`src/rtl/jzjpcc_pkg.sv`:
```
// Shared definitions for the jzjpcc pipeline stages.
package jzjpcc_pkg;

  // addi x0,x0,0 with the implied 2'b11 low bits dropped.
  // Decode and control logic also use this constant when they squash an instruction.
  localparam logic [31:2] NOP_INSTRUCTION = 30'h00000004;

  // Number of bits in a word-granular PC whose MSB index is pc_max_b.
  function automatic int pc_word_bits(input int pc_max_b);
    return pc_max_b - 1;
  endfunction

endpackage

```
`src/rtl/jzjpcc_pc.sv`:
```
// Program counter: selects the next PC (redirect, hold or increment)
// and returns to RESET_PC on reset.
module jzjpcc_pc
  import jzjpcc_pkg::*;
#(
  parameter int                PC_MAX_B = 15,
  parameter logic [PC_MAX_B:2] RESET_PC = '0
) (
  input  logic                clock,
  input  logic                reset,
  input  logic                redirect,
  input  logic [PC_MAX_B:2]   redirect_pc,
  input  logic                hold,
  output logic [PC_MAX_B:2]   pc
);

  localparam int PC_W = pc_word_bits(PC_MAX_B);
  typedef logic [PC_W+1:2] pc_t;
  localparam pc_t PC_ONE = pc_t'(1);

  pc_t pc_next;

  // Next-PC mux: a redirect comes from an older instruction, so it beats a stall.
  // The increment wraps silently at the top of the instruction space.
  always_comb begin
    pc_next = pc + PC_ONE;
    if (redirect) begin
      pc_next = redirect_pc;
    end else if (hold) begin
      pc_next = pc;
    end
  end

  // PC register.
  always_ff @(posedge clock or posedge reset) begin
    if (reset) begin
      pc <= RESET_PC;
    end else begin
      pc <= pc_next;
    end
  end

endmodule

```
`src/rtl/jzjpcc_fetch.sv`:
```
// Fetch stage: owns the PC, drives the instruction memory address and
// loads the fetch/decode register, squashing to NOP on redirect or flush.
module jzjpcc_fetch
  import jzjpcc_pkg::*;
#(
  parameter int                PC_MAX_B = 15,
  parameter logic [PC_MAX_B:2] RESET_PC = '0
) (
  input  logic                clock,
  input  logic                reset,
  output logic [PC_MAX_B:2]   instructionAddress_fetch,
  input  logic [31:2]         instruction_fetch,
  output logic [31:2]         instruction_decode,
  output logic [PC_MAX_B:2]   currentPC_decode,
  input  logic                pcCTWriteEnable,
  input  logic [PC_MAX_B:2]   controlTransferNewPC,
  input  logic                stall_fetch,
  input  logic                flush_decode
);

  localparam int PC_W = pc_word_bits(PC_MAX_B);
  typedef logic [PC_W+1:2] pc_t;

  pc_t pc;

  jzjpcc_pc #(
    .PC_MAX_B (PC_MAX_B),
    .RESET_PC (RESET_PC)
  ) u_pc (
    .clock       (clock),
    .reset       (reset),
    .redirect    (pcCTWriteEnable),
    .redirect_pc (controlTransferNewPC),
    .hold        (stall_fetch),
    .pc          (pc)
  );

  // The memory address is the PC itself. Nothing else sits on this path.
  assign instructionAddress_fetch = pc;

  // Fetch/decode register. On a redirect the word fetched this cycle is wrong-path.
  // A stall freezes the register, but a flush still squashes the instruction.
  // The memory data is only selected on the plain-advance path, so undefined
  // data during a squash cannot reach decode.
  always_ff @(posedge clock or posedge reset) begin
    if (reset) begin
      instruction_decode <= NOP_INSTRUCTION;
      currentPC_decode   <= '0;
    end else if (pcCTWriteEnable) begin
      instruction_decode <= NOP_INSTRUCTION;
      currentPC_decode   <= pc;
    end else if (stall_fetch) begin
      if (flush_decode) begin
        instruction_decode <= NOP_INSTRUCTION;
      end
    end else if (flush_decode) begin
      instruction_decode <= NOP_INSTRUCTION;
      currentPC_decode   <= pc;
    end else begin
      instruction_decode <= instruction_fetch;
      currentPC_decode   <= pc;
    end
  end

endmodule

```
`config.mk`:
```
export PLATFORM = sky130hd
export DESIGN_NAME = jzjpcc_fetch
export DESIGN_NICKNAME = d
export VERILOG_FILES = /design/src/rtl/jzjpcc_pkg.sv /design/src/rtl/jzjpcc_pc.sv /design/src/rtl/jzjpcc_fetch.sv
export SDC_FILE = /design/constraint.sdc
export NUM_CORES = 1
export LEC_CHECK = 0
export ABC_CLOCK_PERIOD_IN_PS = 1700
export BUFFER_PORTS_ARGS = -buffer_cell sky130_fd_sc_hd__buf_4
export CAP_MARGIN = 10
export CORE_MARGIN = 3
export CORE_UTILIZATION = 43
export CTS_CLUSTER_DIAMETER = 40
export DETAILED_ROUTE_END_ITERATION = 8
export GPL_ROUTABILITY_DRIVEN = 0
export PLACE_DENSITY = 0.81
export SETUP_SLACK_MARGIN = 0.15
export SYNTH_ARGS = -nofsm -noshare
export SYNTH_HDL_FRONTEND = slang
export SYNTH_SLANG_ARGS = --single-unit
```
`constraint.sdc`:
```
create_clock -name clock -period 1.7 [get_ports clock]
set_input_delay 0.255 -clock clock [delete_from_list [all_inputs] [get_ports clock]]
set_output_delay 0.255 -clock clock [all_outputs]
set_load 0.02 [all_outputs]
```
# == Word level (Yosys, flattened, before mapping) ==
# Cells that the tools add are included.
# totals
elab_cells,14
register_bits,58
input_bits,49
latch_bits,0
mem_count,0
ram_bits,0
mem_bits_ro,0
output_inout_bits,58
# op_classes
n_shift,0
add_sub_neg,1
n_reduce_logical,0
div_mod_pow,0
n_mux,8
bitwise_logic,0
mul,0
n_eq_ne,2
order_cmp,0
# op_table
cell,n
$mux W30,4
$mux W14,4
$add A14 B1 Y14 const B,1
$ne A3 B2 Y1 const B,1
$ne A2 B2 Y1 const B,1

# == Longest topological paths before layout ==
# Gate-level depths: netlist (run 1).
# logic_depth
depth_word,3
ltp_mapped,5
mapped_depth_nobuf,4

# == By module ==
# Synthesis (run 1) repeated with hierarchy kept, for this count alone.
# unflattened
cells_unflattened,213
hier_area_um2,2600.0
# by_module_without_submodules
mod,n_inst,cells_each,area_each_um2,seq_area_each_um2
jzjpcc_fetch,1,129,1795.5,1102.3
jzjpcc_pc,1,84,804.5,350.3

# == Worst setup path before layout (run 1) ==
# No wires, ideal clock.
# synth_path
path_kind,register -> register
startpoint,reg u_pc.pc[2] (netlist name)
endpoint,reg u_pc.pc[10] (netlist name)
stages_incl_launch_ff,5
period_less_slack_ps,1514
required_time_ps,1618
setup_ps,82
arrival_ps,1432
slack_ps,186
path_buffers,0
cell_sequence,dfrtp_1 ha_1 nand2b_1 or4_1 a31oi_1
# synth_via
elab_chain_cells,3
# synth_lines
item,line,source
start: declaration,jzjpcc_pc.sv:14,output logic [PC_MAX_B:2] pc
start signal: assignment,jzjpcc_pc.sv:39,pc <= pc_next;
$add A14 B1 Y14,jzjpcc_pc.sv:26,pc_next = pc + PC_ONE;
$mux W14,jzjpcc_pc.sv:29,end else if (hold) begin
$mux W14,jzjpcc_pc.sv:27,if (redirect) begin
# No other way between the ends. The select of a mux whose other input is x is not followed.
# A chain may end at the register's enable or synchronous reset.

# == Worst setup path after layout (run 1) ==
# layout_path
startpoint,reg u_pc.pc[5] (netlist name)
endpoint,reg u_pc.pc[15] (netlist name)
# Same word-level chain as after synthesis.

==> results of run 1 <==
[final timing paths]
path	from	to	slack, ns
setup / recovery	u_pc.pc[5]	u_pc.pc[15]	0.19
hold / removal	controlTransferNewPC[2]	u_pc.pc[2]	0.15
setup reg to reg	u_pc.pc[5]	u_pc.pc[15]	0.19
hold reg to reg	currentPC_decode[7]	currentPC_decode[7]	0.51
max in group asynchronous	reset	u_pc.pc[3]	0.63
min in group asynchronous	reset	instruction_decode[31]	0.52
[power by group through the flow]
| stage | logic (mW) | clock network [mW] | registers [mW] |
|---|---|---|---|
| floorplan | 0.228 | 0 | 1.71 |
| global placement | 0.673 | 0 | 1.59 |
| detailed placement | 0.688 | 0 | 1.60 |
| CTS | 0.690 | 1.17 | 1.58 |
| global route | 0.739 | 1.25 | 1.60 |
| finish | 0.686 | 1.14 | 1.58 |
[per-stage QoR]
stage          cell area [um^2]  power [mW]  instances  hold slack, ns  worst slack, ns
6_report                   3680        3.41        411           0.146            0.185
5_1_grt                    3680        3.58        411           0.157            0.132
4_1_cts                    3640        3.44        407           0.134            0.152
3_5_place_dp               3450        2.29        390           0.321            0.164
3_3_place_gp               3450        2.27        390           0.304            0.241
2_1_floorplan              2540        1.94        215           0.348            0.186
[flip-flops by register name (all words and copies together), names as in the netlist]
register / flops
instruction_decode: 30
u_pc.pc: 14
currentPC_decode: 14
[worst min-delay path, delay by kind of cell]
family,cells,cell delay (ns)
AO/OA/AOI/OAI,1,0.05
AND/OR/NAND/NOR,1,0.04
buffers and inverters,1,0.08
[cell usage in the layout (no fill, tap or decap), types with 3 or more instances in the layout]
cell type and instances:
dfrtp_1 54, a31oi_1 6, mux2i_1 30, nand3_1 3, o31ai_1 6, o21ai_0 5
or4_1 8, xor2_1 4, nand4b_1 5, dfrtp_2 3, clkbuf_8 12, nor2_1 35
buf_4 118, mux2_2 14, o211ai_1 3, nand2_1 11
[layer usage]
metal  vias up  track usage [%]  wire [um]
li1       1009                -          -
met1      1058             24.1       2640
met2        80             33.4       3390
met3         5             3.97        382
met4         0             7.43         72
met5         -                0          0
[final cells by class]
type	instances	area, um^2	area share [%]
Clock buffer	14	173	4.69
Clock inverter	2	10.0	0.272
Inverter	3	15.0	0.408
Multi-Input combinational cell	142	1020	27.7
Timing Repair Buffer	120	916	24.9
Sequential cell	58	1460	39.6
Tap cell	72	90.1	2.45
[what timing repair did]
item,4_1_cts,5_1_grt
gates resized for setup,0,4
endpoints found under the hold margin,19,0
buffers inserted,0,4
hold buffers,1,0
endpoints found under the setup margin,0,7
[cell families after synthesis]
logic type | count (synthesis) | synth area share [%]
AOI/OAI and AO/OA | 22 | 5.81
xor gates and xnor gates | 4 | 1.38
adders and majority gates | 1 | 0.492
buffers and inverters | 15 | 2.81
DFF | 58 | 57.2
muxes | 44 | 18.0
and+or+nand+nor | 71 | 14.3
==> impl_metrics.env, run 1 <==
export IMPL_comb_power_share_pct=20.1
export IMPL_crit_required_ns=1.88
export IMPL_synthTopCellsByArea="dfrtp_1, mux2i_1, mux2_2"
export IMPL_die_w_um=82.9
export IMPL_hpwl_um=4770
export IMPL_ant_nets=0
export IMPL_io_pins=107
export IMPL_htree_num_levels=3
export IMPL_rsz0062_at_grt="true"
export IMPL_finalSetupViolations=0
export IMPL_first_pass_iters=4
export IMPL_yosys_area_top_type_share_pct=56.1
export IMPL_cts_sink_count=58
export IMPL_grt_use_total_pct=19.5
export IMPL_critPathLaunchType="register"
export IMPL_path_cells="nand4_4, buf_4, o41ai_1, o211ai_1"
export IMPL_yosysTopAreaCell="dfrtp_1"
export IMPL_power_switching_mw=0.944
export IMPL_drt_wl_total_um=6480
export IMPL_ir_drop_v=0.000534
export IMPL_arrival_ns=1.70
export IMPL_clk_path_buf_depth=2
export IMPL_wl_per_cell_um=15.8
export IMPL_p_int_mw=2.46
export IMPL_swShare_pct=27.7
export IMPL_cp_max_fo=11
export IMPL_antenna_found_initial=0
export IMPL_fp_dieH_um=82.9
export IMPL_slowest_delay_ns=0.47
export IMPL_path_class="register to register"
export IMPL_core_mm2=0.00561
export IMPL_num_rows=27
export IMPL_power_frac_clock_pct=33.4
export IMPL_path_delay_family="compound AO/OA/AOI/OAI gates"
export IMPL_async_flop_share_pct=100
export IMPL_root_buffer="clkbuf_8"
export IMPL_dieArea_mm2=0.00687
export IMPL_synthTopCellsByCount="dfrtp_1, nor2_1, mux2i_1"
export IMPL_worst_path_stages=4
export IMPL_min_delay_path_depth=3
export IMPL_period_minus_slack_ns=1.51
export IMPL_synth_nets=265
export IMPL_power_frac_seq_pct=46.4
export IMPL_drt_iter0_drc=127
export IMPL_drv_cap=0
export IMPL_fin_skew_ns=0.00504
export IMPL_fmax_mhz=660
export IMPL_p_leak_nw=1.82
export IMPL_slew_headroom_pct=66.8
export IMPL_slowest_stage="dfrtp_1"
export IMPL_avgSynthCellArea_um2=11.8
export IMPL_endpoint_kind="register"
export IMPL_syn_to_final_growth_pct=44.8
export IMPL_grt_pass1_wl_um=10900
export IMPL_initial_core_util_pct=45.3
export IMPL_io_buffers=106
export IMPL_clock_latency_ns=0.31
export IMPL_crit_buf_inv=1
export IMPL_nNetsFinal=384
export IMPL_status="completed"
export IMPL_numCtsBuffers=9
export IMPL_final_hold_viol_count=0
export IMPL_p_per_area_mw_per_mm2=926
export IMPL_ff2ff_path_depth=4
export IMPL_yosysSeqAreaShare_pct=57.2
export IMPL_clkTransAtPathRegs_ns=0.06
export IMPL_drt_vias_per_instance=5.24
export IMPL_post_route_period_util_pct=89.1
export IMPL_fillers=468
export IMPL_hp_class="input port to register"
export IMPL_grt_max_degree=39
export IMPL_synth_cell_types=28
export IMPL_synth_cells=215
export IMPL_grt_pass1_vias=2204
export IMPL_gr_total_overflow=0
export IMPL_n_antenna_cell=0
export IMPL_cts_tree="yes"
export IMPL_synth_edf_count=0
export IMPL_ys_seq_elements=58
export IMPL_synth_most_common_cell="dfrtp_1"
export IMPL_ys_warn_count=0
export IMPL_synth_ff_type="dfrtp_1"
export IMPL_tns_ns=0
export IMPL_synth_cell_area_mm2=0.00254
export IMPL_worst_slew_pin_slew_ns=0.496
export IMPL_fin_util_pct=65.6
export IMPL_route_detailed_drc=0
export IMPL_drive_gt1_share_pct=45.7
export IMPL_dr_total_vias=2152
export IMPL_drv_slew=0
(Power assumes the default switching activity.)
==> inputs of run 2 (changes only) <==
ABC_AREA = 1   (was default)
PLACE_DENSITY = 0.8   (was 0.81)
==> run 2 against run 1 <==
- largest cell class unchanged
- non-clock buffer count shrank 9
- clock skew rose by 0.0024 ns
- setup slack better by 0.14 ns
- wire length is 7.7% higher
- total power is essentially flat
- sequential share of layout area barely moved
- critical path type unchanged
- clock power down 7%
- global-route usage grew 0.90 points
- count of clock-buffer cells in the layout is 1 lower
- final cell count rose by 22%
==> impl_metrics.env, run 2 <==
export IMPL_status="completed"
export IMPL_synthTopCellsByCount="nor2_1, nand2_1, dfrtp_1"
export IMPL_ir_drop_v=0.000477
export IMPL_hp_class="input port to async pin"
export IMPL_period_minus_slack_ns=1.38
export IMPL_grt_pass1_wl_um=11600
export IMPL_arrival_ns=1.59
export IMPL_synthSimpleGateAreaFrac_pct=24.8
export IMPL_num_rows=27
export IMPL_ys_seq_elements=58
export IMPL_cp_max_fo=6
export IMPL_drv_slew=0
export IMPL_dr_total_vias=2529
export IMPL_largest_reg_flops=30
export IMPL_ys_warn_count=0
export IMPL_yosys_area_top_type_share_pct=54.1
export IMPL_drt_vias_per_instance=5.03
export IMPL_synthTopCellsByArea="dfrtp_1, nor2_1, nand2_1"
export IMPL_tns_ns=0
export IMPL_nNetsFinal=479
export IMPL_synth_mux_area_share_pct=0
export IMPL_route_detailed_drc=0
export IMPL_ant_nets=0
export IMPL_drt_wl_total_um=6980
export IMPL_rr_endpoint="u_pc.pc[12]"
export IMPL_ff2ff_path_depth=8
export IMPL_numCtsBuffers=9
export IMPL_final_cell_count_no_fill=503
export IMPL_cts_tree="yes"
export IMPL_root_buffer="clkbuf_8"
export IMPL_fin_skew_ns=0.00748
export IMPL_synth_nets=371
export IMPL_timing_rr_start="u_pc.pc[2]"
export IMPL_core_mm2=0.00571
export IMPL_antenna_found_initial=0
export IMPL_die_w_um=84.3
export IMPL_largestRegisters="instruction_decode (30), currentPC_decode (14), u_pc.pc (14)"
export IMPL_io_buffers=106
export IMPL_multi_input_area_mm2=0.00102
export IMPL_top_register="instruction_decode"
export IMPL_drv_cap=0
export IMPL_final_common_cell="buf_4"
export IMPL_critPathLaunchType="register"
export IMPL_slew_headroom_pct=66.3
export IMPL_synth_cells=321
export IMPL_first_pass_iters=4
export IMPL_clk_path_buf_depth=2
export IMPL_cts_sink_count=58
export IMPL_synth_xor_area_share_pct=1.33
export IMPL_async_flop_share_pct=100
export IMPL_yosysSeqAreaShare_pct=55.0
export IMPL_cts_resized=0
export IMPL_rsz0062_at_grt="false"
export IMPL_clock_latency_ns=0.32
export IMPL_yosysTopAreaCell="dfrtp_1"
export IMPL_synth_cell_types=24
export IMPL_clkTransAtPathRegs_ns=0.06
export IMPL_grt_use_total_pct=20.4
export IMPL_crit_required_ns=1.91
export IMPL_p_leak_nw=1.93
export IMPL_final_hold_viol_count=0
export IMPL_syn_to_final_growth_pct=39.2
export IMPL_grt_pass1_vias=2471
export IMPL_fillers=497
export IMPL_worst_slew_pin_slew_ns=0.505
export IMPL_fp_dieH_um=84.3
export IMPL_initial_core_util_pct=46.2
export IMPL_post_route_period_util_pct=80.9
export IMPL_io_pins=107
export IMPL_p_per_area_mw_per_mm2=928
export IMPL_synth_top_family_by_area="simple AND/OR/NAND/NOR gates"
export IMPL_hold_buffers=0
export IMPL_drt_iter0_drc=173
export IMPL_dpl_cell_area_mm2=0.00351
export IMPL_gr_total_overflow=0
export IMPL_synth_most_common_cell="nor2_1"
export IMPL_endpoint_kind="register"
export IMPL_path_class="register to register"
export IMPL_synth_compound_area_share_pct=11.9
export IMPL_grt_max_degree=59
export IMPL_layout_common_cells="buf_4, nor2_1, nand2_1"
export IMPL_synth_ff_type="dfrtp_1"
export IMPL_p_total_mw=3.41
export IMPL_synth_adder_area_share_pct=0.474
export IMPL_synth_cell_area_mm2=0.00264
export IMPL_avgSynthCellArea_um2=8.22
export IMPL_n_antenna_cell=0
export IMPL_wl_per_cell_um=13.9
export IMPL_htree_num_levels=3
export IMPL_synth_edf_count=0
export IMPL_drive_gt1_share_pct=31.3
export IMPL_finalSetupViolations=0
export IMPL_hpwl_um=5130
export IMPL_cts_setup_buffers=0
export IMPL_final_cell_area_mm2=0.00367
export IMPL_regToRegSetupSlack_ns=0.32
export IMPL_fmax_mhz=727
export IMPL_dieArea_mm2=0.00711
export IMPL_dp_cells=490
export IMPL_regArea_mm2=0.00145
run 2: cell types whose count changed after synthesis, moves of 3 or more:
cell / previous run / this run
a21oi_1: 0 / 3
a31oi_1: 6 / 0
inv_1: 3 / 23
mux2_2: 14 / 0
mux2i_1: 30 / 0
nand2_1: 11 / 69
nand3_1: 3 / 18
nand4b_1: 5 / 0
nor2_1: 35 / 70
o21ai_0: 5 / 41
o21ai_2: 0 / 6
o31ai_1: 6 / 0
or4_1: 8 / 0
run 2: worst max-delay path by stage:
stage                          startpoint                    to  slack [ns]  cells past startpoint
after floorplan                u_pc.pc[2]           u_pc.pc[12]        0.31                      8
after global placement    pcCTWriteEnable  currentPC_decode[15]        0.34                      6
after global routing           u_pc.pc[2]           u_pc.pc[12]        0.16                      8
final                          u_pc.pc[2]           u_pc.pc[12]        0.32                      8
after detailed placement  pcCTWriteEnable  currentPC_decode[11]        0.30                      7
after CTS                      u_pc.pc[2]           u_pc.pc[12]        0.33                      8
run 2: critical path: stages (launching register included):
cell,delay (ns)
dfrtp_1,0.42
ha_1,0.21
nand2_1,0.07
nor2_2,0.18
nand2_1,0.09
nor2_1,0.10
nand2_1,0.06
nand3_1,0.07
nand2_1,0.05
run 2: logic make-up (layout without fill, tap and decap cells):
group           Yosys count  count (layout)
simple gates            163             163
compound gates           56              56
flops                    58              58
buf+inv                  39             149
fa+ha+maj                 1               1
xor+xnor                  4               4
run 2: layout make-up:
cell class                 count  share of cell area, %
sequential                    58                   39.5
multi-input combinational    224                   27.7
timing repair buffer         111                   23.4
clock buffer                  13                   4.33
inverter                      25                   2.66
tap                           72                   2.45
run 2: where the power goes:
part / total (mW) / internal (mW) / switching, mW
Clock: 1.06 / 0.585 / 0.479
Combinational: 0.752 / 0.320 / 0.432
Sequential: 1.59 / 1.49 / 0.0995
Total: 3.41 / 2.40 / 1.01
run 2: per-layer routing:
metal | vias to the layer above | track usage [%] | share of wire, %
met3 | 15 | 8.34 | 9.5
met1 | 1183 | 24.6 | 41
met5 | - | 0 | 0
met2 | 98 | 32.4 | 47
met4 | 0 | 8.49 | 2.1
li1 | 1233 | - | -
run 2: metrics by stage:
stage	utilization [%]	hold slack, ns	setup slack (ns)
after floorplan	-	0.348	0.309
after global placement	61.6	0.360	0.344
after detailed placement	61.6	0.369	0.301
after CTS	64.3	0.0146	0.327
after global routing	64.3	0.0266	0.161
final	64.3	0.0164	0.324
==> inputs of run 3 (changes only) <==
ABC_CLOCK_PERIOD_IN_PS = 1400   (was 1700)
CORE_UTILIZATION = 48   (was 43)
PLACE_DENSITY = 0.85   (was 0.8)
clock period = 1.4 ns   (was 1.7 ns; I/O delays follow)
==> run 3 against run 2 <==
- total power up 29%
- final cell count rose by 2.0%
- register-to-register slack worse by 0.14 ns
- first-iteration DRC count is 39% lower
- core utilization is 9.2 points higher
- non-clock buffer count grew 10
- global-route usage up 3.9 points
- cell area increased by 4.3%
- via count increased by 0.63%
- die area down 9.7%
- wire length up 4.8%
- sequential share of layout area shrank 1.5 points
- critical path type is now register to primary output
- largest cell class unchanged
- highest routed layer unchanged
==> impl_metrics.env, run 3 (same netlist as run 2, synthesis figures left out) <==
export IMPL_status="completed"
export IMPL_grt_use_total_pct=24.3
export IMPL_ir_drop_v=0.000724
export IMPL_dr_total_vias=2545
export IMPL_critPathLaunchType="register"
export IMPL_drt_iter0_drc=105
export IMPL_fillers=418
export IMPL_multi_input_area_mm2=0.00107
export IMPL_gr_total_overflow=0
export IMPL_drt_wl_total_um=7320
export IMPL_drive_gt1_share_pct=36.8
export IMPL_clock_latency_ns=0.33
export IMPL_path_cells="buf_4, buf_4"
export IMPL_fmax_mhz=786
export IMPL_worst_slew_pin_slew_ns=0.390
export IMPL_topRoutingLayerUsed="met4"
export IMPL_grt_pass1_wl_um=11900
export IMPL_rsz0062_at_grt="true"
export IMPL_antenna_found_initial=0
export IMPL_fp_dieH_um=80.1
export IMPL_p_total_mw=4.40
export IMPL_path_class="register to primary output"
export IMPL_slew_headroom_pct=73.9
export IMPL_wl_met2_um=3560
export IMPL_numCtsBuffers=9
export IMPL_route_detailed_drc=0
export IMPL_rr_endpoint="u_pc.pc[12]"
export IMPL_final_common_cell="buf_4"
export IMPL_crit_buf_inv=2
export IMPL_drv_cap=0
export IMPL_slowest_delay_ns=0.43
export IMPL_nNetsFinal=489
export IMPL_cts_tree="yes"
export IMPL_hpwl_um=5340
export IMPL_die_w_um=80.1
export IMPL_drt_vias_per_instance=4.96
export IMPL_first_pass_iters=4
export IMPL_finalSetupViolations=0
export IMPL_post_route_period_util_pct=90.9
export IMPL_grt_pass1_vias=2514
export IMPL_arrival_ns=1.06
export IMPL_drv_slew=0
export IMPL_core_mm2=0.00520
export IMPL_htree_num_levels=3
export IMPL_hp_class="input port to register"
export IMPL_worst_path_stages=2
export IMPL_slowest_stage="dfrtp_2"
export IMPL_root_buffer="clkbuf_8"
export IMPL_crit_top_cell="buf_4"
export IMPL_cp_max_fo=3
export IMPL_initial_core_util_pct=50.7
export IMPL_regToRegSetupSlack_ns=0.18
export IMPL_p_leak_nw=1.99
export IMPL_clk_path_buf_depth=2
export IMPL_period_minus_slack_ns=1.27
export IMPL_wl_per_cell_um=14.3
export IMPL_n_antenna_cell=0
export IMPL_syn_to_final_growth_pct=45.1
export IMPL_clkTransAtPathRegs_ns=0.06
export IMPL_crit_required_ns=1.19
export IMPL_dieArea_mm2=0.00642
export IMPL_num_rows=26
export IMPL_timing_rr_start="u_pc.pc[2]"
export IMPL_fin_skew_ns=0.00628
export IMPL_final_hold_viol_count=0
export IMPL_io_pins=107
export IMPL_ant_nets=0
export IMPL_critPathLaunch="u_pc.pc[2]"
export IMPL_top_register="instruction_decode"
export IMPL_endpoint_kind="primary output"
export IMPL_endpoint="instructionAddress_fetch[2]"
export IMPL_largestRegisters="instruction_decode (30), currentPC_decode (14), u_pc.pc (14)"
export IMPL_wl_met3_um=742
export IMPL_largest_reg_flops=30
export IMPL_tns_ns=0
export IMPL_regArea_mm2=0.00146
export IMPL_grt_max_degree=29
export IMPL_io_buffers=106
export IMPL_ff2ff_path_depth=8
export IMPL_p_per_area_mw_per_mm2=1150
export IMPL_layout_common_cells="buf_4, nand2_1, nor2_1"
export IMPL_met1_length_um=2910
export IMPL_path_delay_family="flip-flops"
export IMPL_cts_sink_count=58
==> run 3: area by class of cell <==
cell class | count | share of cell area, %
clock buffers | 13 | 4.67
clock inverters | 2 | 0.261
inverters | 25 | 2.55
repair buffers | 121 | 24.2
well taps | 70 | 2.29
multi-input cells | 224 | 28.0
flip-flops and latches | 58 | 38.1
==> run 3: how the worst min path moves through the flow <==
stage	to	cells past startpoint	startpoint
after floorplan	currentPC_decode[10]	1	reset
final	u_pc.pc[2]	3	controlTransferNewPC[2]
after global routing	u_pc.pc[2]	3	controlTransferNewPC[2]
after detailed placement	instruction_decode[8]	2	reset
after global placement	instruction_decode[8]	2	reset
after CTS	u_pc.pc[2]	3	controlTransferNewPC[2]
==> run 3: tightest hold or removal path: stages <==
cell and delay, ns:
buf_4 0.08, nand2_1 0.04, nand2_1 0.05
==> run 3: layer usage <==
metal	vias up	track usage, %
met3	10	8.74
met4	0	10.8
li1	1255	-
met2	101	39.2
met5	-	0
met1	1179	29.2
==> run 3: what timing repair did <==
action,in CTS,in global routing
setup endpoints to repair,3,6
hold buffers,1,0
buffers inserted,2,4
gates resized for setup,3,11
pin swaps,1,8
endpoints found under the hold margin,13,0
==> run 3: report_power, final <==
part | total (mW) | switching [mW] | internal, mW | leakage (nW)
logic | 0.999 | 0.564 | 0.435 | 1.15
registers | 1.93 | 0.118 | 1.82 | 0.736
clock network | 1.47 | 0.650 | 0.820 | 0.101
==> run 3: stage by stage <==
stage | hold slack [ns] | utilization, % | std cells | worst slack (ns) | cell area, um^2
6_report | 0.0856 | 73.6 | 513 | 0.127 | 3830
3_5_place_dp | 0.222 | 68.1 | 491 | 0.0795 | 3540
2_1_floorplan | 0.303 | - | 321 | 0.123 | 2670
5_1_grt | 0.0837 | 73.6 | 513 | 0.0809 | 3830
4_1_cts | 0.0731 | 72.3 | 509 | 0.161 | 3760
3_3_place_gp | 0.220 | 68.1 | 491 | 0.109 | 3540
